**config.mk**
```make
export PLATFORM = sky130hd
export DESIGN_NAME = sseg_scan4
export DESIGN_NICKNAME = d
export VERILOG_FILES = /design/src/rtl/sseg_scan4_pkg.sv /design/src/rtl/bcd_to_sseg.sv /design/src/rtl/sseg_scan4.sv
export SDC_FILE = /design/constraint.sdc
export NUM_CORES = 1
export LEC_CHECK = 0
export ABC_AREA = 1
export CORE_ASPECT_RATIO = 0.5
export CORE_MARGIN = 10
export CORE_UTILIZATION = 56
export DETAILED_ROUTE_END_ITERATION = 7
export PLACE_DENSITY = 0.84
export SETUP_SLACK_MARGIN = 0.3
export SYNTH_ARGS = -nofsm -noshare
export SYNTH_HDL_FRONTEND = slang
export SYNTH_HIERARCHICAL = 1
export SYNTH_SLANG_ARGS = --single-unit
```
**constraint.sdc**
```tcl
create_clock -name CLK -period 3.8 [get_ports CLK]
set_clock_uncertainty 0.1 [all_clocks]
set_input_delay 0.57 -clock CLK [delete_from_list [all_inputs] [get_ports CLK]]
set_output_delay 0.57 -clock CLK [all_outputs]
set_load 0.02 [all_outputs]
```
**src/rtl/sseg_scan4_pkg.sv**
```systemverilog
// Shared seven-segment constants: active-low patterns in {g,f,e,d,c,b,a} order.
package sseg_scan4_pkg;

  // Bit 6 is segment g, bit 0 is segment a; a 0 lights the segment.
  typedef struct packed {
    logic g;
    logic f;
    logic e;
    logic d;
    logic c;
    logic b;
    logic a;
  } seg_t;

  localparam logic [6:0] SEG_0     = 7'b1000000;
  localparam logic [6:0] SEG_1     = 7'b1111001;
  localparam logic [6:0] SEG_2     = 7'b0100100;
  localparam logic [6:0] SEG_3     = 7'b0110000;
  localparam logic [6:0] SEG_4     = 7'b0011001;
  localparam logic [6:0] SEG_5     = 7'b0010010;
  localparam logic [6:0] SEG_6     = 7'b0000010;
  localparam logic [6:0] SEG_7     = 7'b1111000;
  localparam logic [6:0] SEG_8     = 7'b0000000;
  localparam logic [6:0] SEG_9     = 7'b0010000;
  localparam logic [6:0] SEG_DASH  = 7'b0111111;
  localparam logic [6:0] SEG_BLANK = 7'b1111111;

  localparam logic [3:0] AN_OFF = 4'b1111;

endpackage

```
**src/rtl/bcd_to_sseg.sv**
```systemverilog
// bcd_to_sseg: 4-bit code to active-low segment pattern; codes 10-15 show a dash.
// Latency: combinational; no flow control.
module bcd_to_sseg
  import sseg_scan4_pkg::*;
(
  input  logic [3:0] code,
  output logic [6:0] seg
);

  always_comb begin
    seg = SEG_DASH;
    case (code)
      4'd0:    seg = SEG_0;
      4'd1:    seg = SEG_1;
      4'd2:    seg = SEG_2;
      4'd3:    seg = SEG_3;
      4'd4:    seg = SEG_4;
      4'd5:    seg = SEG_5;
      4'd6:    seg = SEG_6;
      4'd7:    seg = SEG_7;
      4'd8:    seg = SEG_8;
      4'd9:    seg = SEG_9;
      default: seg = SEG_DASH;
    endcase
  end

endmodule

```
**src/rtl/sseg_scan4.sv**
```systemverilog
// sseg_scan4: scans four digits onto a common-anode display with leading-zero blanking and anode guard.
// Latency: digit sampled at its slot tick, driven from the next cycle; free-running, no backpressure.
module sseg_scan4
  import sseg_scan4_pkg::*;
#(
  parameter int REFRESH_DIV = 50000,
  parameter int GUARD       = 16,
  parameter bit BLANK_LZ    = 1'b1
) (
  input  logic       CLK,
  input  logic       R,
  input  logic [3:0] D0,
  input  logic [3:0] D1,
  input  logic [3:0] D2,
  input  logic [3:0] D3,
  input  logic [3:0] DP_IN,
  output logic [3:0] AN,
  output logic [6:0] SEG,
  output logic       DP,
  output logic       TICK
);

  localparam int CNT_W = (REFRESH_DIV > 1) ? $clog2(REFRESH_DIV) : 1;
  localparam logic [CNT_W-1:0] CNT_MAX     = CNT_W'(REFRESH_DIV - 1);
  localparam logic [CNT_W-1:0] GUARD_START = CNT_W'(REFRESH_DIV - GUARD);

  logic [CNT_W-1:0] cnt, cnt_nxt;
  logic [1:0]       idx;
  logic             tick;
  logic [3:0]       slot_an, slot_an_nxt, an_nxt;
  logic [3:0]       digit;
  logic             dp_req, blank;
  logic             blank3, blank2, blank1;
  logic [6:0]       seg_dec;

  bcd_to_sseg u_dec (
    .code (digit),
    .seg  (seg_dec)
  );

  // A digit may only blank if everything to its left is blank too.
  assign blank3 = BLANK_LZ && (D3 == 4'd0) && !DP_IN[3];
  assign blank2 = blank3 && (D2 == 4'd0) && !DP_IN[2];
  assign blank1 = blank2 && (D1 == 4'd0) && !DP_IN[1];

  assign tick    = (cnt == CNT_MAX);
  assign cnt_nxt = tick ? '0 : cnt + 1'b1;

  always_comb begin
    digit  = D0;
    dp_req = DP_IN[0];
    blank  = 1'b0;
    case (idx)
      2'd0: begin digit = D0; dp_req = DP_IN[0]; blank = 1'b0;   end
      2'd1: begin digit = D1; dp_req = DP_IN[1]; blank = blank1; end
      2'd2: begin digit = D2; dp_req = DP_IN[2]; blank = blank2; end
      2'd3: begin digit = D3; dp_req = DP_IN[3]; blank = blank3; end
      default: ;
    endcase
  end

  always_comb begin
    slot_an_nxt = blank ? AN_OFF : ~(4'b0001 << idx);
    if (cnt_nxt >= GUARD_START)
      an_nxt = AN_OFF;
    else if (tick)
      an_nxt = slot_an_nxt;
    else
      an_nxt = slot_an;
  end

  always_ff @(posedge CLK) begin
    if (R) begin
      cnt     <= '0;
      idx     <= 2'd0;
      slot_an <= AN_OFF;
      AN      <= AN_OFF;
      SEG     <= SEG_BLANK;
      DP      <= 1'b1;
      TICK    <= 1'b0;
    end else begin
      cnt  <= cnt_nxt;
      TICK <= tick;
      AN   <= an_nxt;
      if (tick) begin
        idx     <= idx + 2'd1;
        slot_an <= slot_an_nxt;
        SEG     <= seg_dec;
        DP      <= ~dp_req;
      end
    end
  end

endmodule

```
==> results of run 1 <==
power by group through the flow:
| stage | clock, W | sequential, W | combinational [W] |
|---|---|---|---|
| global route | 0.000282 | 0.000372 | 0.0000671 |
| finish | 0.000258 | 0.000372 | 0.0000606 |
| detailed placement | 0 | 0.000381 | 0.0000600 |
| floorplan | 0 | 0.000380 | 0.0000300 |
| CTS | 0.000263 | 0.000372 | 0.0000601 |
| global placement | 0 | 0.000380 | 0.0000578 |
metal layers:
metal	vias to the layer above	track usage, %	part of all wire (%)
met4	0	3.54	0.67
li1	976	-	-
met5	-	0	0
met3	4	5.97	6.9
met2	43	27.1	50
met1	839	15.0	42
through the flow:
step / instances / setup slack [ns]
finish: 375 / 1.25
global route: 375 / 1.01
CTS: 375 / 1.29
detailed placement: 367 / 1.04
global placement: 367 / 1.19
floorplan: 284 / 1.66
worst max path at each step:
stage | from | to | slack (ns) | depth (start not counted)
floorplan | idx[0] | SEG[3] | 1.66 | 12
global placement | D3[0] | SEG[3] | 1.19 | 11
detailed placement | D3[0] | SEG[3] | 1.04 | 11
CTS | idx[0] | SEG[5] | 1.29 | 10
global route | idx[0] | SEG[5] | 1.01 | 10
finish | idx[0] | SEG[5] | 1.25 | 10
synth_stat cells, drive strengths merged:
cell type	count
dfxtp	35
o21a	1
nor2	49
o21ai	12
xnor2	2
nand2	74
buf	1
o21bai	1
a21oi	2
o22ai	2
ha	11
a221oi	2
xor2	3
clkbuf	1
inv	43
or2	2
nor3	3
nand3	25
o22a	8
nand4	7
sequential cells by signal, summed over array words and instances (netlist names):
name / flops
cnt: 16
AN: 4
SEG: 7
DP: 1
TICK: 1
idx: 2
slot_an: 4
worst max-delay path, delay by kind of cell (launching register included):
family	cells	cell delay [ns]
simple gates	3	0.36
fa+ha+maj	1	0.27
flops	1	0.33
compound gates	4	1.12
buf+inv	2	0.26
area by class of cell:
class / count / area (um^2) / share of cell area [%]
inverter: 43 / 161 / 6.63
tap: 51 / 63.8 / 2.62
sequential: 35 / 701 / 28.8
multi-input combinational: 204 / 1090 / 44.7
clock buffer: 7 / 76.3 / 3.13
clock inverter: 1 / 5.00 / 0.206
timing repair buffer: 34 / 340 / 14.0
kinds of logic (layout without fill, tap and decap cells):
logic type                 after synthesis  after routing  share of synthesized area, %
buffers and inverters                   45             85                          8.81
AOI/OAI and AO/OA                       28             28                          9.64
xor gates and xnor gates                 5              5                          2.23
and+or+nand+nor                        160            160                          36.6
adders and majority gates               11             11                          7.02
DFF                                     35             35                          35.7
==> flow_summary.json, run 1 <==
{
  "yosysUniqueCellTypes": 28,
  "dp_hpwl_mm": 3.66,
  "grt_pass1_wl_mm": 7.47,
  "netlist_instances": 284,
  "crit_type": "reg -> reg",
  "final_core_utilization_pct": 71.7,
  "synthTopCellsByArea": "dfxtp_1, nand2_1, nor2_1, inv_1, ha_1",
  "hp-start": "cnt[0]",
  "vias_per_cell": 4.97,
  "status": "finished clean",
  "power_w": 0.000691,
  "drt_iter0_drc": 64,
  "core_area_mm2": 0.00340,
  "grt_setup_unrepaired": "false",
  "drt-pass1-iter-count": 4,
  "powerDensity_mw_per_mm2": 284,
  "r2r_slack_ns": 1.25,
  "critPathMaxStageDelay_ns": 0.67,
  "setup_viol_count_final": 0,
  "cp.required_ns": 3.87,
  "avgSynthCellArea_um2": 6.90,
  "place_area_mm2": 0.00235,
  "grt_pass1_vias": 1732,
  "cts.clk_slew.worst_paths_ns": 0.07,
  "gr-usage-all-layers_pct": 14.3,
  "layout_commonest_cell": "nand2_1",
  "worst_pin_slew_ns": 0.836,
  "post-route-period-util_pct": 67.0,
  "finalMaxSlewViolations": 0,
  "final_layout_size_suffix_gt1_share_pct": 7.41,
  "final_cell_mix": "nand2_1, nor2_1, inv_1",
  "crit_slowest_cell": "o21ai_0",
  "fmax_ghz": 0.393,
  "fp-row-count": 15,
  "tns_ns": 0,
  "yosys_warnings": 6,
  "pwr-share-clk_pct": 37.3,
  "ys_seq_area_share_pct": 35.7,
  "hold_viol": 0,
  "yosys.area.top_type_share_pct": 35.7,
  "portBuffers": 34,
  "wire_per_inst_um": 12.3,
  "fin_crit_ns": 2.55,
  "route.vias.total": 1862,
  "yosysTopAreaCell": "dfxtp_1",
  "finalNetCount": 356,
  "post_cts_buffers": 0,
  "p_sw_share_pct": 23.5,
  "routabilityCongestion": 0.889,
  "cap_violations": 0,
  "antenna_found_initial": 0,
  "cts_inserted_buffers": 5,
  "r2r-end": "SEG[5]",
  "grt_max_degree": 20,
  "ioPinCount": 35,
  "worstHoldEndpoint": "cnt[0]",
  "max_slew_margin_pct": 43.7,
  "combPwrFrac_pct": 8.8,
  "htreeDepth": 2,
  "cts_root_buffer": "clkbuf_8",
  "post_cts_resize_count": 0,
  "hold_class": "reg -> reg",
  "fp.dieH_um": 61.8,
  "drcViolationCount": 0,
  "netlist_area_mm2": 0.00196,
  "ff2ff_path_depth": 10,
  "startpoint_type": "flop",
  "cts_tree": "done",
  "crit_fanout": 7,
  "area_growth_pct": 24.2,
  "cp.arrival_ns": 2.62,
  "clk_latency_ns": 0.29,
  "globalRoute.totalOverflow": 0,
  "antennaDiodeCount": 0,
  "nFillCells": 280,
  "ir_drop_uv": 212,
  "seq_power_share_pct": 53.9,
  "ys_seq_elements": 35,
  "end_kind": "flop",
  "min_path_cells": 1,
  "p_sw_w": 0.000162,
  "ant_nets": 0,
  "cts_buffer_depth": 2,
  "p_leak_nw": 1.07,
  "start_util_pct": 57.7,
  "internal_power_w": 0.000529,
  "ctsHoldBuffers": 0,
  "timing.hold.ws_ns": 0.373,
  "design_area_mm2": 0.00243,
  "crit_chain": "inv_1, ha_1, inv_1, o21ai_0, a21oi_1, o21ai_0, nand2_1, nand3_1, nand2_1, o22a_1",
  "dieArea_mm2": 0.00641,
  "clock-sinks": 35,
  "die_x_um": 104,
  "drt-total-wl_mm": 4.63,
  "reg2reg_from": "idx[0]",
  "postSynthNetCount": 317
}
No activity file was read; power rests on OpenSTA's default activity.
==> inputs of run 2 (changes only) <==
CORE_UTILIZATION = 47   (was 56)
PLACE_DENSITY = 0.75   (was 0.84)
clock period = 2.1 ns   (was 3.8 ns; I/O delays follow)
==> flow_summary.json, run 2 (synthesis gave the netlist of run 1 again) <==
{
  "critPathTopFamily": "compound AO/OA/AOI/OAI gates",
  "startpoint_type": "flop",
  "layout_commonest_cell": "nand2_1",
  "grt_pass1_wl_mm": 8.43,
  "antenna_found_initial": 0,
  "top_register": "cnt",
  "ant_nets": 0,
  "antennaDiodeCount": 0,
  "start_util_pct": 49.5,
  "ir_drop_uv": 244,
  "fp.dieH_um": 65.7,
  "drt-total-wl_mm": 5.37,
  "portBuffers": 34,
  "reg.largest.list": "cnt (16), SEG (7)",
  "route.vias.total": 2009,
  "cts_tree": "done",
  "clk_latency_ns": 0.28,
  "critPathMaxStageDelay_ns": 0.39,
  "setup_viol_count_final": 0,
  "grt_setup_unrepaired": "true",
  "cap_violations": 0,
  "post-route-period-util_pct": 94.6,
  "cts_buffer_depth": 2,
  "clock-sinks": 35,
  "end_kind": "flop",
  "status": "finished clean",
  "routabilityCongestion": 0.896,
  "htreeDepth": 2,
  "cts_root_buffer": "clkbuf_8",
  "largest_reg_flops": 16,
  "cts.clk_slew.worst_paths_ns": 0.06,
  "crit_slowest_cell": "dfxtp_4",
  "final_cell_mix": "nand2_1, nor2_1, clkdlybuf4s50_1",
  "drcViolationCount": 0,
  "final_layout_size_suffix_gt1_share_pct": 23.0,
  "crit_chain": "inv_6, ha_4, inv_4, o22ai_2, a21oi_2, o21ai_2, buf_4, ha_1, inv_1, nand2_2, nand3_2, nand2_1, o22a_1",
  "finalNetCount": 372,
  "worstPathBufferInverterCount": 4,
  "globalRoute.totalOverflow": 0,
  "hold_viol": 0,
  "cts_inserted_buffers": 5,
  "gr-usage-all-layers_pct": 13.6,
  "max_slew_margin_pct": 82.7,
  "crit_fanout": 4,
  "tns_ns": 0,
  "fin_crit_ns": 1.99,
  "die_x_um": 111,
  "crit_type": "reg -> reg",
  "fp-row-count": 16,
  "grt_max_degree": 20,
  "ctsHoldBuffers": 0,
  "wire_per_inst_um": 13.7,
  "drt_iter0_drc": 54,
  "dp.cells": 374,
  "ioPinCount": 35,
  "grt_pass1_vias": 1937,
  "finalMaxSlewViolations": 0,
  "cp.arrival_ns": 2.07,
  "fmax_ghz": 0.503,
  "worst_pin_slew_ns": 0.259,
  "vias_per_cell": 5.11,
  "dp_hpwl_mm": 3.57,
  "hold_class": "reg -> reg",
  "pre_cts_ws_ns": -0.0315,
  "cp.required_ns": 2.18,
  "p_leak_nw": 1.18,
  "powerDensity_mw_per_mm2": 457,
  "fin_ws_ns": 0.113,
  "core_area_mm2": 0.00396,
  "power_w": 0.00128,
  "layout.cells.non_filler": 393,
  "drt-pass1-iter-count": 4,
  "dieArea_mm2": 0.00731,
  "area_growth_pct": 42.4
}
==> run 2: cell type report <==
type | instances | area, um^2
Clock buffer | 7 | 76.3
Fill cell | 291 | 1170
Inverter | 43 | 181
Multi-Input combinational cell | 204 | 1290
Sequential cell | 35 | 712
Tap cell | 54 | 67.6
Timing Repair Buffer | 50 | 468
==> run 2: per-stage QoR <==
| step | utilization, % | hold slack, ns | instance area, um^2 |
|---|---|---|---|
| 6_report | 70.5 | 0.378 | 2790 |
| 2_1_floorplan | - | 0.287 | 2020 |
| 3_5_place_dp | 61.6 | 0.356 | 2440 |
| 4_1_cts | 66.9 | 0.374 | 2650 |
| 3_3_place_gp | 61.6 | 0.339 | 2440 |
| 5_1_grt | 70.5 | 0.404 | 2790 |
==> run 2: final timing paths <==
| path | start | to | slack [ns] | cells past startpoint |
|---|---|---|---|---|
| worst min register to register | cnt[0] | cnt[0] | 0.38 | 1 |
| worst max register to register | idx[0] | SEG[3] | 0.11 | 13 |
| worst min-delay path | cnt[0] | cnt[0] | 0.38 | 1 |
| worst max-delay path | idx[0] | SEG[3] | 0.11 | 13 |
==> run 2: power breakdown <==
part	total [W]	internal (W)	switching [W]	leakage, nW
Clock	0.000451	0.000228	0.000223	0.0383
Combinational	0.000151	0.0000741	0.0000769	0.852
Sequential	0.000675	0.000667	0.00000786	0.286
==> run 2: timing repair <==
| item | 4_1_cts | 5_1_grt |
|---|---|---|
| gates resized for setup | 23 | 25 |
| pin swaps | 18 | 11 |
| endpoints found under the setup margin | 8 | 15 |
| buffers inserted | 7 | 5 |
==> run 2: per-layer routing <==
metal	track usage (%)	share of wire (%)	vias up
li1	-	-	1011
met2	25.3	49	55
met1	14.5	42	925
met4	6.69	3.4	0
met3	3.44	5.0	18
met5	0	0	-
